<file path="config.mk">
export PLATFORM = sky130hd
export DESIGN_NAME = bilateral_window_sequencer_flat
export DESIGN_NICKNAME = d
export VERILOG_FILES = /design/src/rtl/bilateral_window_sequencer_if.sv /design/src/rtl/bilateral_window_sequencer.sv /design/src/flat_wrapper.sv
export SDC_FILE = /design/constraint.sdc
export NUM_CORES = 1
export LEC_CHECK = 0
export BUFFER_PORTS_ARGS = -buffer_cell sky130_fd_sc_hd__buf_4
export CAP_MARGIN = 20
export CORE_ASPECT_RATIO = 2
export CORE_UTILIZATION = 55
export DETAILED_ROUTE_END_ITERATION = 8
export PLACE_DENSITY = 0.82
export SLEW_MARGIN = 20
export SYNTH_ARGS = -nofsm -noshare
export SYNTH_HDL_FRONTEND = slang
export SYNTH_SLANG_ARGS = --single-unit
</file>
<file path="constraint.sdc">
create_clock -name clk -period 10.1 [get_ports clk]
set_input_delay 0.505 -clock clk [delete_from_list [all_inputs] [get_ports clk]]
set_output_delay 0.505 -clock clk [all_outputs]
set_load 0.01 [all_outputs]
</file>
<file path="src/rtl/bilateral_window_sequencer_if.sv">
// Tap stream between the window sequencer and the bilateral filter datapath.
//   master (sequencer): tap_valid, tap_idx, tap_x, tap_y, tap_first, tap_last,
//                       pix_x, pix_y out; tap_ready, acc_done in
//   slave  (datapath) : the mirror image
interface bilateral_window_sequencer_if #(
  parameter int unsigned IMG_W = 64,
  parameter int unsigned IMG_H = 64,
  parameter int unsigned R     = 3
);
  localparam int unsigned K  = 2 * R + 1;
  localparam int unsigned NT = K * K;
  localparam int unsigned XW = (IMG_W > 1) ? $clog2(IMG_W) : 1;
  localparam int unsigned YW = (IMG_H > 1) ? $clog2(IMG_H) : 1;
  localparam int unsigned IW = (NT > 1) ? $clog2(NT) : 1;

  logic          tap_valid;
  logic          tap_ready;
  logic [IW-1:0] tap_idx;
  logic [XW-1:0] tap_x;
  logic [YW-1:0] tap_y;
  logic          tap_first;
  logic          tap_last;
  logic [XW-1:0] pix_x;
  logic [YW-1:0] pix_y;
  logic          acc_done;

  modport master (
    output tap_valid, tap_idx, tap_x, tap_y, tap_first, tap_last, pix_x, pix_y,
    input  tap_ready, acc_done
  );

  modport slave (
    input  tap_valid, tap_idx, tap_x, tap_y, tap_first, tap_last, pix_x, pix_y,
    output tap_ready, acc_done
  );
endinterface

</file>
<file path="src/rtl/bilateral_window_sequencer.sv">
// Raster-scans the image and, per output pixel, issues the (2R+1)^2 window taps
// row-major with border-clamped source coordinates, then waits for acc_done.
// Ports:
//   clk, rst_n  : clock (rising edge), asynchronous active-low reset
//   start       : begins a frame when idle
//   abort       : returns to idle next cycle, no done pulse
//   busy        : frame in progress
//   done        : one-cycle pulse at frame end
//   tap         : tap stream (master modport), see bilateral_window_sequencer_if
module bilateral_window_sequencer #(
  parameter int unsigned IMG_W = 64,
  parameter int unsigned IMG_H = 64,
  parameter int unsigned R     = 3
) (
  input  logic clk,
  input  logic rst_n,
  input  logic start,
  input  logic abort,
  output logic busy,
  output logic done,
  bilateral_window_sequencer_if.master tap
);
  localparam int unsigned K   = 2 * R + 1;
  localparam int unsigned NT  = K * K;
  localparam int unsigned XW  = (IMG_W > 1) ? $clog2(IMG_W) : 1;
  localparam int unsigned YW  = (IMG_H > 1) ? $clog2(IMG_H) : 1;
  localparam int unsigned IW  = (NT > 1) ? $clog2(NT) : 1;
  localparam int unsigned CW  = $clog2(R + 1) + 1;
  localparam int unsigned SXW = ((XW > CW) ? XW : CW) + 2;
  localparam int unsigned SYW = ((YW > CW) ? YW : CW) + 2;

  localparam logic signed [CW-1:0] DMAX = CW'(R);
  localparam logic signed [CW-1:0] DMIN = -DMAX;

  typedef enum logic [1:0] {
    IDLE     = 2'd0,
    ISSUE    = 2'd1,
    WAIT_ACC = 2'd2,
    FIN      = 2'd3
  } state_t;

  state_t state, nxt_state;

  logic [IW-1:0]        cnt, nxt_cnt;
  logic signed [CW-1:0] dx, dy, nxt_dx, nxt_dy;
  logic [XW-1:0]        pix_x_q, nxt_px;
  logic [YW-1:0]        pix_y_q, nxt_py;

  logic          busy_q, done_q, valid_q, first_q, last_q;
  logic [IW-1:0] idx_q;
  logic [XW-1:0] tap_x_q;
  logic [YW-1:0] tap_y_q;

  logic hs, last_tap, last_pix;

  assign hs       = valid_q && tap.tap_ready;
  assign last_tap = (cnt == IW'(NT - 1));
  assign last_pix = (pix_x_q == XW'(IMG_W - 1)) && (pix_y_q == YW'(IMG_H - 1));

  // Source column/row clamped into the image; sums carry two guard bits.
  function automatic logic [XW-1:0] clamp_x(input logic [XW-1:0] p,
                                            input logic signed [CW-1:0] d);
    logic signed [SXW-1:0] s;
    s = $signed(SXW'(p)) + SXW'(d);
    if (s < 0)                                clamp_x = '0;
    else if (s > $signed(SXW'(IMG_W - 1)))    clamp_x = XW'(IMG_W - 1);
    else                                      clamp_x = XW'(s);
  endfunction

  function automatic logic [YW-1:0] clamp_y(input logic [YW-1:0] p,
                                            input logic signed [CW-1:0] d);
    logic signed [SYW-1:0] s;
    s = $signed(SYW'(p)) + SYW'(d);
    if (s < 0)                                clamp_y = '0;
    else if (s > $signed(SYW'(IMG_H - 1)))    clamp_y = YW'(IMG_H - 1);
    else                                      clamp_y = YW'(s);
  endfunction

  // State register
  always_ff @(posedge clk or negedge rst_n) begin
    if (!rst_n) state <= IDLE;
    else        state <= nxt_state;
  end

  // Next-state logic; abort outranks every other event
  always_comb begin
    nxt_state = state;
    if (abort && (state != IDLE)) begin
      nxt_state = IDLE;
    end else begin
      case (state)
        IDLE:     if (start) nxt_state = ISSUE;
        ISSUE:    if (hs && last_tap) nxt_state = WAIT_ACC;
        WAIT_ACC: if (tap.acc_done) nxt_state = last_pix ? FIN : ISSUE;
        FIN:      nxt_state = IDLE;
        default:  nxt_state = IDLE;
      endcase
    end
  end

  // Next tap counter / window offset / pixel position
  always_comb begin
    nxt_cnt = cnt;
    nxt_dx  = dx;
    nxt_dy  = dy;
    nxt_px  = pix_x_q;
    nxt_py  = pix_y_q;
    if (nxt_state == IDLE) begin
      nxt_cnt = '0;
      nxt_dx  = DMIN;
      nxt_dy  = DMIN;
      nxt_px  = '0;
      nxt_py  = '0;
    end else if ((state == ISSUE) && hs) begin
      // Window rewinds on the last tap so the next pixel starts at tap 0.
      if (last_tap) begin
        nxt_cnt = '0;
        nxt_dx  = DMIN;
        nxt_dy  = DMIN;
      end else begin
        nxt_cnt = cnt + IW'(1);
        if (dx == DMAX) begin
          nxt_dx = DMIN;
          nxt_dy = dy + CW'(1);
        end else begin
          nxt_dx = dx + CW'(1);
        end
      end
    end else if ((state == WAIT_ACC) && (nxt_state == ISSUE)) begin
      if (pix_x_q == XW'(IMG_W - 1)) begin
        nxt_px = '0;
        nxt_py = pix_y_q + YW'(1);
      end else begin
        nxt_px = pix_x_q + XW'(1);
      end
    end
  end

  // Registered datapath and outputs, loaded from next-cycle values so a
  // stalled beat holds every field unchanged.
  always_ff @(posedge clk or negedge rst_n) begin
    if (!rst_n) begin
      cnt     <= '0;
      dx      <= DMIN;
      dy      <= DMIN;
      pix_x_q <= '0;
      pix_y_q <= '0;
      busy_q  <= 1'b0;
      done_q  <= 1'b0;
      valid_q <= 1'b0;
      first_q <= 1'b0;
      last_q  <= 1'b0;
      idx_q   <= '0;
      tap_x_q <= '0;
      tap_y_q <= '0;
    end else begin
      cnt     <= nxt_cnt;
      dx      <= nxt_dx;
      dy      <= nxt_dy;
      pix_x_q <= nxt_px;
      pix_y_q <= nxt_py;
      busy_q  <= (nxt_state == ISSUE) || (nxt_state == WAIT_ACC);
      done_q  <= (nxt_state == FIN);
      valid_q <= (nxt_state == ISSUE);
      first_q <= (nxt_state == ISSUE) && (nxt_cnt == '0);
      last_q  <= (nxt_state == ISSUE) && (nxt_cnt == IW'(NT - 1));
      idx_q   <= nxt_cnt;
      tap_x_q <= clamp_x(nxt_px, nxt_dx);
      tap_y_q <= clamp_y(nxt_py, nxt_dy);
    end
  end

  assign busy          = busy_q;
  assign done          = done_q;
  assign tap.tap_valid = valid_q;
  assign tap.tap_idx   = idx_q;
  assign tap.tap_x     = tap_x_q;
  assign tap.tap_y     = tap_y_q;
  assign tap.tap_first = first_q;
  assign tap.tap_last  = last_q;
  assign tap.pix_x     = pix_x_q;
  assign tap.pix_y     = pix_y_q;
endmodule
</file>
<file path="src/flat_wrapper.sv">
// flat-port wrapper written by rule: the top's interface ports become plain ports
module bilateral_window_sequencer_flat 
#(
  parameter int unsigned IMG_W = 64,
  parameter int unsigned IMG_H = 64,
  parameter int unsigned R     = 3
)
  (clk, rst_n, start, abort, busy, done, tap_tap_valid, tap_tap_idx, tap_tap_x, tap_tap_y, tap_tap_first, tap_tap_last, tap_pix_x, tap_pix_y, tap_tap_ready, tap_acc_done);
  bilateral_window_sequencer_if #(.IMG_W(IMG_W), .IMG_H(IMG_H), .R(R)) tap_i ();
  input  logic clk;
  input  logic rst_n;
  input  logic start;
  input  logic abort;
  output logic busy;
  output logic done;
  output wire logic [$bits(tap_i.tap_valid)-1:0] tap_tap_valid;
  output wire logic [$bits(tap_i.tap_idx)-1:0] tap_tap_idx;
  output wire logic [$bits(tap_i.tap_x)-1:0] tap_tap_x;
  output wire logic [$bits(tap_i.tap_y)-1:0] tap_tap_y;
  output wire logic [$bits(tap_i.tap_first)-1:0] tap_tap_first;
  output wire logic [$bits(tap_i.tap_last)-1:0] tap_tap_last;
  output wire logic [$bits(tap_i.pix_x)-1:0] tap_pix_x;
  output wire logic [$bits(tap_i.pix_y)-1:0] tap_pix_y;
  input wire logic [$bits(tap_i.tap_ready)-1:0] tap_tap_ready;
  input wire logic [$bits(tap_i.acc_done)-1:0] tap_acc_done;
  assign tap_tap_valid = tap_i.tap_valid;
  assign tap_tap_idx = tap_i.tap_idx;
  assign tap_tap_x = tap_i.tap_x;
  assign tap_tap_y = tap_i.tap_y;
  assign tap_tap_first = tap_i.tap_first;
  assign tap_tap_last = tap_i.tap_last;
  assign tap_pix_x = tap_i.pix_x;
  assign tap_pix_y = tap_i.pix_y;
  assign tap_i.tap_ready = tap_tap_ready;
  assign tap_i.acc_done = tap_acc_done;
  bilateral_window_sequencer #(.IMG_W(IMG_W), .IMG_H(IMG_H), .R(R)) u_core (.clk(clk), .rst_n(rst_n), .start(start), .abort(abort), .busy(busy), .done(done), .tap(tap_i));
endmodule
</file>
[Yosys cells after proc, flatten, opt, wreduce, memory -nomap -nowiden]
Index checks and enable logic that the tools add are counted.
W data, S select, Z words.
Storage, ports and cells
  memory bits (read-only): 0
  memories: 0
  bits in registers: 43
  output and inout port bits: 35
  bits in latches: 0
  memory bits (writable): 0
Cells by class
  bitwise gates (word level): 0
  reduce and logical (&&, ||, !) cells: 13
  equal/unequal tests: 11
  shift operators: 0
  add/subtract/negate cells: 7
  muxes and demuxes: 29
  div/mod/pow operators: 0
  magnitude comparators: 4
  multipliers: 0
Operator list (count)
  $mux W6: 15
  $eq A6 B6 Y1 const B: 4
  $mux W3: 8
  $add A6 B1 Y6 const B: 3
  $add A7 B3 Y8: 2
  $gt A8 B7 Y1 const B: 2
  $lt A8 B1 Y1 const B: 2
  $mux W2: 5
  $eq A2 B2 Y1 const B: 4
  $logic_and A1 B1 Y1: 8
  $pmux W2 S4: 1
  $add A3 B2 Y3 const B: 2
  $logic_not A6 Y1: 1
  $eq A2 B1 Y1 const B: 2
  $logic_not A2 Y1: 2
  $eq A3 B3 Y1 const B: 1
  $reduce_bool A2 Y1: 1
  $logic_or A1 B1 Y1: 1

[Depth between registers and ports, before layout]
Gate-level depths: netlist (run 1).
  word-level depth: 15
  gate-level depth with buffers: 23
  depth with buffers taken out: 22

[Worst setup path before layout (run 1)]
OpenSTA, ideal clock, no wires.
  path type: register to register
  start point: register u_core.cnt[0]
  end point: register u_core.tap_y_q[0] (netlist: u_core.tap.tap_y[0])
  path buffers: 1
  cell stages (with the launch flop): 24
  required time: 9.963 ns
  clock period less this slack: 4.423 ns
  slack: 5.677 ns
  data arrival time: 4.285 ns
  path through: dfrtp_1 > inv_1 > ha_1 > nand4b_1 > nor2_2 > buf_2 > and3_1 > o32a_1 > inv_1 > ha_1 > nand2_1 > or2_1 > nor2_4 > xnor2_1 > nor2_1 > ha_1 > inv_1 > fa_1 > nor2b_1 > o21ai_0 > a211o_1 > nor4b_1 > a31oi_1 > o21ai_1
On the way
  word-level cells in the longest chain between the ends: 14
RTL lines
  start: declaration: line bilateral_window_sequencer.sv:44  | logic [IW-1:0] cnt, nxt_cnt;
  start signal: assignment: line bilateral_window_sequencer.sv:157  | cnt <= nxt_cnt;
  $eq A6 B6 Y1 *: line bilateral_window_sequencer.sv:57  | assign last_tap = (cnt == IW'(NT - 1));
  $logic_and A1 B1 Y1 *: line bilateral_window_sequencer.sv:93  | ISSUE: if (hs && last_tap) nxt_state = WAIT_ACC;
  $mux W2 *: line bilateral_window_sequencer.sv:93
  $pmux W2 S4 *: line bilateral_window_sequencer.sv:91  | case (state)
  $mux W2 *: line bilateral_window_sequencer.sv:88  | if (abort && (state != IDLE)) begin
  named net u_core.nxt_state[0]: line bilateral_window_sequencer.sv:42  | state_t state, nxt_state;
  $eq A2 B1 Y1: line bilateral_window_sequencer.sv:129  | end else if ((state == WAIT_ACC) && (nxt_state == ISSUE)) begin
  $logic_and A1 B1 Y1: line bilateral_window_sequencer.sv:129
  $mux W6: line bilateral_window_sequencer.sv:129
  $mux W6: line bilateral_window_sequencer.sv:114  | end else if ((state == ISSUE) && hs) begin
  $mux W6 *: line bilateral_window_sequencer.sv:108  | if (nxt_state == IDLE) begin
  named net u_core.nxt_py[0]: line bilateral_window_sequencer.sv:47  | logic [YW-1:0] pix_y_q, nxt_py;
  $add A7 B3 Y8 *: line bilateral_window_sequencer.sv:73  | s = $signed(SYW'(p)) + SYW'(d);
  $gt A8 B7 Y1: line bilateral_window_sequencer.sv:75  | else if (s > $signed(SYW'(IMG_H - 1))) clamp_y = YW'(IMG_H - 1);
  $mux W6: line bilateral_window_sequencer.sv:75
  $mux W6 *: line bilateral_window_sequencer.sv:74  | if (s < 0) clamp_y = '0;
  end signal: assignment: line bilateral_window_sequencer.sv:169  | tap_y_q <= clamp_y(nxt_py, nxt_dy);
  end: declaration: line bilateral_window_sequencer.sv:52  | logic [YW-1:0] tap_y_q;
Mark *: on every way through the listed nets, which the timed path passes. The rest lies on a longest branch.

[Worst setup path after layout (run 1)]
  start point: register u_core.cnt[0]
  end point: register u_core.tap_y_q[2] (netlist: u_core.tap.tap_y[2])
RTL lines
  $eq A6 B6 Y1 *: line bilateral_window_sequencer.sv:57
  $logic_and A1 B1 Y1: line bilateral_window_sequencer.sv:93
  $mux W2: line bilateral_window_sequencer.sv:93
  $pmux W2 S4: line bilateral_window_sequencer.sv:91
  $mux W2: line bilateral_window_sequencer.sv:88
  $logic_not A2 Y1: line bilateral_window_sequencer.sv:108
  $mux W3 *: line bilateral_window_sequencer.sv:108
  named net u_core.nxt_dy[2]: line bilateral_window_sequencer.sv:45  | logic signed [CW-1:0] dx, dy, nxt_dx, nxt_dy;
  $add A7 B3 Y8 *: line bilateral_window_sequencer.sv:73
  $gt A8 B7 Y1: line bilateral_window_sequencer.sv:75
  $mux W6: line bilateral_window_sequencer.sv:75
  $mux W6 *: line bilateral_window_sequencer.sv:74
Marks and branches as above.

==> results of run 1 <==
-- metrics by stage --
step	setup WS [ns]	util	cell area, um^2
2_1_floorplan	5.68	-	2790
3_3_place_gp	5.37	0.637	3100
3_5_place_dp	5.11	0.637	3100
4_1_cts	5.09	0.653	3180
5_1_grt	4.73	0.653	3180
6_report	5.07	0.653	3180
-- power by group --
part           switching (W)  leakage (nW)  internal [W]
Clock              0.0000583        0.0422     0.0000485
Combinational      0.0000727         0.892     0.0000493
Sequential         0.0000102         0.577      0.000189
-- cells by family after synthesis --
group	Yosys count
buffers and inverters	23
XOR/XNOR	19
flip-flops	43
adder cells (fa/ha/maj)	26
AND/OR/NAND/NOR	100
multiplexers	4
AO/OA/AOI/OAI	76
-- cell type report --
class	instances	area, um^2	area share
clock buffers	7	76.3	0.0240
multi-input cells	225	1590	0.501
inverters	14	52.6	0.0165
flip-flops and latches	43	1080	0.340
repair buffers	40	300	0.0945
well taps	57	71.3	0.0224
clock inverters	1	5.00	0.00157
-- worst max-delay path: cells and delay by family, from the launching register on --
family          cells  cell delay [ns]
compound gates      6             1.24
buf+inv             2             0.33
simple gates        6             1.79
fa+ha+maj           3             1.08
flops               1             0.45
-- metal layers --
metal / global-route usage / up-vias / wire length, um / part of all wire
li1: - / 1111 / - / -
met1: 0.254 / 1101 / 2310 / 0.38
met2: 0.466 / 40 / 3410 / 0.56
met3: 0.0531 / 12 / 189 / 0.031
met4: 0.119 / 0 / 163 / 0.027
met5: 0 / - / 0 / 0
-- cell usage in the layout, fill, tap and decap left out, types with 3 or more instances in the layout --
| cell | netlist | final |
|---|---|---|
| buf_4 | 0 | 40 |
| dfrtp_1 | 39 | 39 |
| nor2_1 | 26 | 26 |
| nand2_1 | 24 | 24 |
| ha_1 | 24 | 24 |
| a21oi_1 | 20 | 20 |
| inv_1 | 12 | 12 |
| xor2_1 | 12 | 12 |
| o21ai_0 | 12 | 12 |
| nor3_1 | 10 | 10 |
| nand4_1 | 6 | 6 |
| a21o_1 | 6 | 6 |
| xnor2_1 | 6 | 6 |
| a211oi_1 | 6 | 6 |
| o21ai_1 | 6 | 6 |
| and3_1 | 5 | 5 |
| clkbuf_8 | 0 | 5 |
| mux2i_1 | 4 | 4 |
| dfstp_2 | 4 | 4 |
| or2_1 | 3 | 3 |
| nand3_1 | 3 | 3 |
| nor2b_1 | 3 | 3 |
| o21bai_1 | 3 | 3 |
| nand2b_1 | 3 | 3 |
| o21a_1 | 3 | 3 |
-- worst paths after layout --
check,depth (start not counted),startpoint,slack (ns),endpoint
min in group clk,2,abort,0.41,u_core.state[1]
min reg2reg,1,u_core.cnt[5],0.62,u_core.cnt[5]
min,1,rst_n,0.18,u_core.tap.tap_x[1]
max,17,u_core.cnt[0],5.07,u_core.tap.tap_y[2]
max reg2reg,17,u_core.cnt[0],5.07,u_core.tap.tap_y[2]
max in group asynchronous,1,rst_n,9.54,u_core.dy[0]
-- sequential cells by signal, indices dropped and copies added (netlist names), 2 cells and up --
register	count
u_core.tap.pix_x	6
u_core.tap.tap_x	6
u_core.dx	3
u_core.state	2
u_core.cnt	6
u_core.tap.pix_y	6
u_core.dy	3
u_core.tap.tap_y	6
==> run metrics, run 1 <==
post-synth top area cell=dfrtp_1; top cells by count, synth=dfrtp_1, nor2_1, ha_1, nand2_1, a21oi_1; # clock sinks=43; syn nets=roughly 320; CP startpoint kind=flop; CTS Buffer Depth=2; DR vias=2264; adder-cell share of the synthesized area=0.122; Max Cap Violations=0; Nets=361; IO Count=41; Top FF cell, synth=dfrtp_1; status=finished clean; Initial Util=0.573; post-DP HPWL=between 4000 and 5000 um; share of cells above drive strength 1=0.200; IO buf count=40; die area=5370 um^2; Compound-Gate Fraction of Synth Area=0.185; Post-Route WL=6080 um; Post-Synth Simple-Gate Area=0.187; Pleak=1.51 nW; post-synth top area share=0.350; CTS resizes=0; DRT antenna net count=0; Critical Path RT=10.27 ns; EDFF count, synth=0; CTS tree=built; antenna violations before repair=0; FMAX=199 MHz; DRC viols=0; Chip Width=52.3 um; crit-path cells=inv_1 > ha_1 > nand4b_1 > nor2_2 > a21oi_1 > or3_1 > ha_1 > or3_4 > o31ai_4 > inv_2 > ha_1 > nor2b_1 > o21ai_0 > a211o_1 > nor4b_1 > a31oi_1 > o21ai_1; CTS root buffer=clkbuf_8; Mapped Cells=291; PwrDens=135 nW/um^2; most frequent cell after synthesis=dfrtp_1; Final Slew Violations=0; post-synthesis mux area share=0.0144; via/cell ratio=5.85; Setup Skew=approximately 0.0072 ns; first-pass GRT wire length=between 9000 and 10000 um; worst path arrival time=~5.2 ns; FFs w/ async S/R, synth=1.00; largest net degree at the start of global routing=44; xor/xnor share of the synthesized area=0.0624; flip-flop and latch count after synthesis=43; worst-skew pair later-pin latency=0.31 ns; Antenna Diode Count=0; Layout area overhead=14.1%; Crit-path slowest cell=ha_1; number of post-CTS setup repair buffers=0; Final GP Congestion=roughly 0.80; Core ar.=4860 um^2; post-route clock period utilization=0.498; Netlist cell types=55; relative slew slack=0.353; Die Ht=103 um; Hold Crit Class=in -> async; sequential element share of the synthesized area=0.388; Final Hold Slack=0.177 ns; Total GRT Usage=0.251; Critical Path Most Common Cell=ha_1; Clock transition at path regs=0.08 ns; H-tree lvl count=2; Synth Cell Area=2790 um^2; peak supply drop=0.000124 V; Setup TNS=0 ns; GR Overflow Total=0; CP Capture Type=flop; synth top area cells=dfrtp_1, ha_1, dfstp_2; row count=36; Worst Tran Pin Value=0.971 ns; crit path kind=reg -> reg; Pre-antenna DRT Iters=4; 1st-iter DRT viols=44; placed cell count=379; CTS buffer count=5; RSZ-0062 raised after global routing=false; number of fill cells=roughly 420; Worst Path Max Fanout=25; total number of yosys warnings=0; final worst path period need=5.03 ns; count of hold-fix buffers inserted at cts=0; Syn Area/Cell=9.57 um^2; Final Non-Filler Cells=387; critical path's largest stage delay=0.53 ns; Fin. Hold Viols=0; final setup fails=0; vias in the first global route=2198; largest family of logic cells by synthesized area=simple AND/OR/NAND/NOR gates; wire per inst=15.7 um; overall power=0.000428 W
(Power assumes the default switching activity.)
==> run 2: changes to the inputs <==
==> constraint.sdc (replaced) <==
create_clock -name clk -period 4.9 [get_ports clk]
set_input_delay 0.245 -clock clk [delete_from_list [all_inputs] [get_ports clk]]
set_output_delay 0.245 -clock clk [all_outputs]
set_load 0.01 [all_outputs]
==> run 2 against run 1 <==
Effect of this change: fmax grew 11%; first-iteration DRC count rose by 27%; register-to-register slack worse by 4.7 ns; largest cell class unchanged; largest power group unchanged.
==> run metrics, run 2 (synthesis gave the netlist of run 1 again) <==
CP startpoint kind=flop; final setup fails=0; post-route clock period utilization=0.926; final worst path period need=4.54 ns; Setup Skew=0.00821 ns; R2R Path Start=u_core.cnt[0]; Core ar.=4860 um^2; DRT antenna net count=0; post-DP HPWL=between 4000 and 5000 um; via/cell ratio=5.84; Worst Path Max Fanout=6; worst setup slack after layout=0.364 ns; row count=36; GR Overflow Total=0; HP Start=abort; Hold Crit Class=in -> reg; IO buf count=40; Die Ht=103 um; DR vias=2306; fin area=3260 um^2; leading cell type in the layout, fill and taps excluded=buf_4; Worst Setup SP=u_core.cnt[0]; # clock sinks=43; wire per inst=around 16 um; 1st-iter DRT viols=56; Worst Tran Pin Value=0.584 ns; peak supply drop=0.000308 V; worst-skew pair later-pin latency=0.31 ns; relative slew slack=0.611; Nets=369; Chip Width=52.3 um; Util after Layout=0.671; Initial Util=0.573; FMAX=220 MHz; die area=5370 um^2; Final Slew Violations=0; Post-Route WL=6200 um; crit path kind=reg -> reg; status=finished clean; pre-CTS setup slack=between 0.2 and 0.25 ns; H-tree lvl count=2; CTS root buffer=clkbuf_8; CTS Buffer Depth=2; crit-path cells=inv_1 > ha_1 > nand4b_1 > nor2_2 > and3_1 > o32a_1 > inv_1 > ha_2 > nand2_1 > or2_4 > nor2_4 > xnor2_1 > nor2_1 > ha_2 > inv_1 > fa_1 > nor2b_1 > o21ai_0 > a211o_1 > nor4b_1 > a31oi_1 > o21ai_1; PwrDens=between 200 and 300 nW/um^2; IO Count=41; worst path arrival time=4.71 ns; storage element area=1080 um^2; critical path's largest stage delay=0.45 ns; area occupied by multi-input gates=1600 um^2; number of fill cells=420; DRC viols=0; CP Capture Type=flop; Max Cap Violations=0; Crit-path slowest cell=fa_1; Final GP Congestion=0.831; Total GRT Usage=0.255; antenna violations before repair=0; Fin. Hold Viols=0; Pre-antenna DRT Iters=4; share of cells above drive strength 1=0.231; Antenna Diode Count=0; Pleak=1.55 nW; CTS tree=built; Critical Path Most Common Cell=inv_1; CTS buffer count=5; largest net degree at the start of global routing=44; most frequent cells in the layout=buf_4, dfrtp_1, nor2_1; first-pass GRT wire length=10000 um; Critical Path RT=5.07 ns; vias in the first global route=roughly 2200; Area after DPL=3140 um^2; Clock transition at path regs=0.08 ns; Layout area overhead=17.2%
## run 2: changes by cell type in the layout (fill, tap and decap cells not counted), sizes merged
cell,previous run,this run
buf,40,47
dlygate4sd3,0,1
## run 2: final timing paths
check / slack, ns / end / cells after the start
setup / recovery: 0.36 / u_core.tap.tap_y[4] / 22
hold / removal: 0.14 / u_core.state[1] / 2
setup reg to reg: 0.36 / u_core.tap.tap_y[4] / 22
hold reg to reg: 0.59 / u_core.cnt[0] / 2
max in group asynchronous: 4.04 / u_core.cnt[0] / 2
min in group asynchronous: 0.46 / u_core.tap.tap_first / 2
## run 2: per-stage QoR
step,setup TNS [ns],std cells,total power [W],hold WS [ns]
CTS,0,392,0.000900,0.139
global route,-0.00949,395,0.000950,0.137
finish,0,395,0.000897,0.145
detailed placement,0,383,0.000679,0.268
global placement,0,383,0.000672,0.258
floorplan,0,291,0.000588,-0.0506
## run 2: report_power, final
group / switching [W] / leakage (nW) / internal, W
registers: 0.0000207 / 0.574 / 0.000391
logic: 0.000152 / 0.937 / 0.000112
clock network: 0.000121 / 0.0422 / 0.000100
## run 2: worst max-delay path: cells and delay by family, from the launching register on
family                     cells  cell delay, ns
AOI/OAI and AO/OA              5            1.25
xor gates and xnor gates       1            0.09
adders and majority gates      4            1.07
buffers and inverters          3            0.26
DFF                            1            0.40
and+or+nand+nor                9            1.33
## run 2: routing by layer
layer	vias up	GRT usage	wire length, um
li1	1131	-	-
met2	49	0.473	3450
met5	-	0	0
met1	1112	0.257	2350
met3	14	0.0516	197
met4	0	0.128	199
## run 2: cell type report
class | count | share of cell area
Tap cell | 57 | 0.0219
Sequential cell | 43 | 0.332
Clock buffer | 7 | 0.0234
Timing Repair Buffer | 48 | 0.115
Inverter | 14 | 0.0161
Clock inverter | 1 | 0.00153
Multi-Input combinational cell | 225 | 0.490
## run 2: repair_timing
| item | CTS | global route |
|---|---|---|
| endpoints found under the hold margin | 39 | 0 |
| resized for setup | 0 | 5 |
| hold buffers | 1 | 0 |
| setup buffers | 0 | 3 |
| setup endpoints to repair | 0 | 6 |
==> run 3: changes to the inputs <==
--- a/config.mk
+++ b/config.mk
@@ -11,6 +11,7 @@
 export CORE_UTILIZATION = 55
 export DETAILED_ROUTE_END_ITERATION = 8
 export PLACE_DENSITY = 0.82
+export REMOVE_ABC_BUFFERS = 1
 export SLEW_MARGIN = 20
 export SYNTH_ARGS = -nofsm -noshare
 export SYNTH_HDL_FRONTEND = slang
==> run 3 against run 2 <==
Effect of this change: global-route usage is 0.33 points higher; fmax grew 0.69%; sequential share of layout area shrank 0.27 points; count of clock-buffer cells in the layout fell by 1; register-to-register slack better by 0.03 ns; non-clock buffer count increased by 2; via count rose by 2.2%; utilization increased by 0.39 points; critical path type unchanged.
==> run metrics, run 3 (synthesis gave the netlist of run 1 again) <==
status=finished clean; Worst Path Max Fanout=7; die area=5370 um^2; H-tree lvl count=2; placed cell count=385; post-DP HPWL=4780 um; most frequent cells in the layout=buf_4, dfrtp_1, nor2_1; DRC viols=0; GR Overflow Total=0; Initial Util=0.573; Util after Layout=0.675; Max Cap Violations=0; clock share of power=0.286; IO Count=41; first-pass GRT wire length=slightly above 10000 um; final worst path period need=4.50 ns; worst setup slack after layout=0.395 ns; # clock sinks=43; final setup fails=0; Layout area overhead=17.8%; CTS tree=built; Pleak=1.57 nW; Hold Crit Class=in -> reg; Pre-antenna DRT Iters=7; pre-CTS setup slack=0.212 ns; via/cell ratio=5.95; 1st-iter DRT viols=53; vias in the first global route=roughly 2300; Clock transition at path regs=about 0.08 ns; number of fill cells=405; RSZ-0062 raised after global routing=false; CP Capture Type=flop; Nets=about 370; Core ar.=4860 um^2; Post-Route WL=between 6000 and 7000 um; R2R cell count=22; CTS buffer count=5; CTS Buffer Depth=2; hold path depth=2; Setup Skew=0.00734 ns; Final Non-Filler Cells=396; Chip Width=52.3 um; Critical Path RT=5.09 ns; Worst Tran Pin Value=0.557 ns; relative slew slack=0.629; FMAX=between 200 and 250 MHz; Final Slew Violations=0; Total GRT Usage=0.259; Fin. Hold Viols=0; worst-skew pair later-pin latency=slightly above 0.3 ns; post-route clock period utilization=0.919; IO buf count=40; CTS root buffer=clkbuf_8; Comb power frac=0.276; worst path arrival time=4.70 ns; Reg power frac=0.438; Setup TNS=0 ns; Die Ht=103 um; antenna violations before repair=0; crit path kind=reg -> reg; row count=36; Final GP Congestion=0.851; leading cell type in the layout, fill and taps excluded=buf_4; sw power=0.000294 W; PwrDens=287 nW/um^2; DR vias=between 2000 and 2500; CP startpoint kind=flop; Antenna Diode Count=0; Final Hold Slack=between 0.1 and 0.15 ns; largest net degree at the start of global routing=44; P_int=approximately 0.00065 W; peak supply drop=0.000228 V; share of cells above drive strength 1=0.227; DRT antenna net count=0; Net Sw Frac=0.312; wire per inst=16.0 um
-- run 3: cell types whose count changed in the layout (fill, tap and decap cells not counted), sizes merged --
cell | previous run | this run
clkbuf | 7 | 6
bufinv | 0 | 1
buf | 47 | 49
clkinv | 1 | 0
-- run 3: path summary, 6_finish.rpt --
kind,start,to,slack (ns)
worst max register to register,u_core.cnt[0],u_core.tap.tap_y[5],0.40
max in group asynchronous,rst_n,u_core.dy[2],4.04
min in group asynchronous,rst_n,u_core.done,0.46
worst min register to register,u_core.cnt[0],u_core.cnt[0],0.61
worst min-delay path,abort,u_core.state[1],0.15
worst max-delay path,u_core.cnt[0],u_core.tap.tap_y[5],0.40
-- run 3: layout make-up --
| class | count | area [um^2] | share of cell area |
|---|---|---|---|
| clock buffer | 6 | 72.6 | 0.0221 |
| clock inverter | 1 | 30.0 | 0.00915 |
| inverter | 14 | 52.6 | 0.0160 |
| multi-input combinational | 225 | 1600 | 0.486 |
| sequential | 43 | 1080 | 0.329 |
| tap | 57 | 71.3 | 0.0217 |
| timing repair buffer | 50 | 378 | 0.115 |
-- run 3: metal layers --
| metal | vias to the layer above | global-route usage | routed length (um) |
|---|---|---|---|
| met5 | - | 0 | 0 |
| met4 | 0 | 0.164 | 290 |
| met3 | 22 | 0.0472 | 235 |
| met2 | 73 | 0.469 | 3430 |
| met1 | 1133 | 0.257 | 2400 |
| li1 | 1129 | - | - |
-- run 3: worst max-delay path, cell delays in order, from the launching register on --
cell	delay, ns
dfrtp_1	0.43
inv_1	0.12
ha_1	0.21
nand4b_1	0.13
nor2_2	0.07
and3_1	0.18
o32a_1	0.35
inv_1	0.11
ha_1	0.19
nand2_1	0.08
or2_4	0.27
nor2_4	0.19
xnor2_1	0.09
nor2_1	0.13
ha_1	0.22
inv_1	0.08
fa_1	0.45
nor2b_1	0.11
o21ai_0	0.10
a211o_1	0.35
a21oi_1	0.16
o21ai_0	0.10
a211o_1	0.27
-- run 3: metrics by stage --
stage	total power (W)	area, um^2
6_report	0.000943	3280
5_1_grt	0.000994	3280
4_1_cts	0.000951	3250
3_5_place_dp	0.000675	3140
3_3_place_gp	0.000667	3140
2_1_floorplan	0.000578	2730
-- run 3: power by group through the flow --
stage               combinational [W]  clock [W]  sequential (W)
finish                       0.000260   0.000270        0.000412
global route                 0.000290   0.000289        0.000415
CTS                          0.000259   0.000279        0.000412
detailed placement           0.000256          0        0.000419
global placement             0.000251          0        0.000416
floorplan                    0.000150          0        0.000427
-- run 3: repair_timing --
action	CTS	global route
gates resized for setup	0	2
hold buffers	1	0
hold endpoints to repair	39	0
setup endpoints to repair	0	10
buffers inserted	0	3
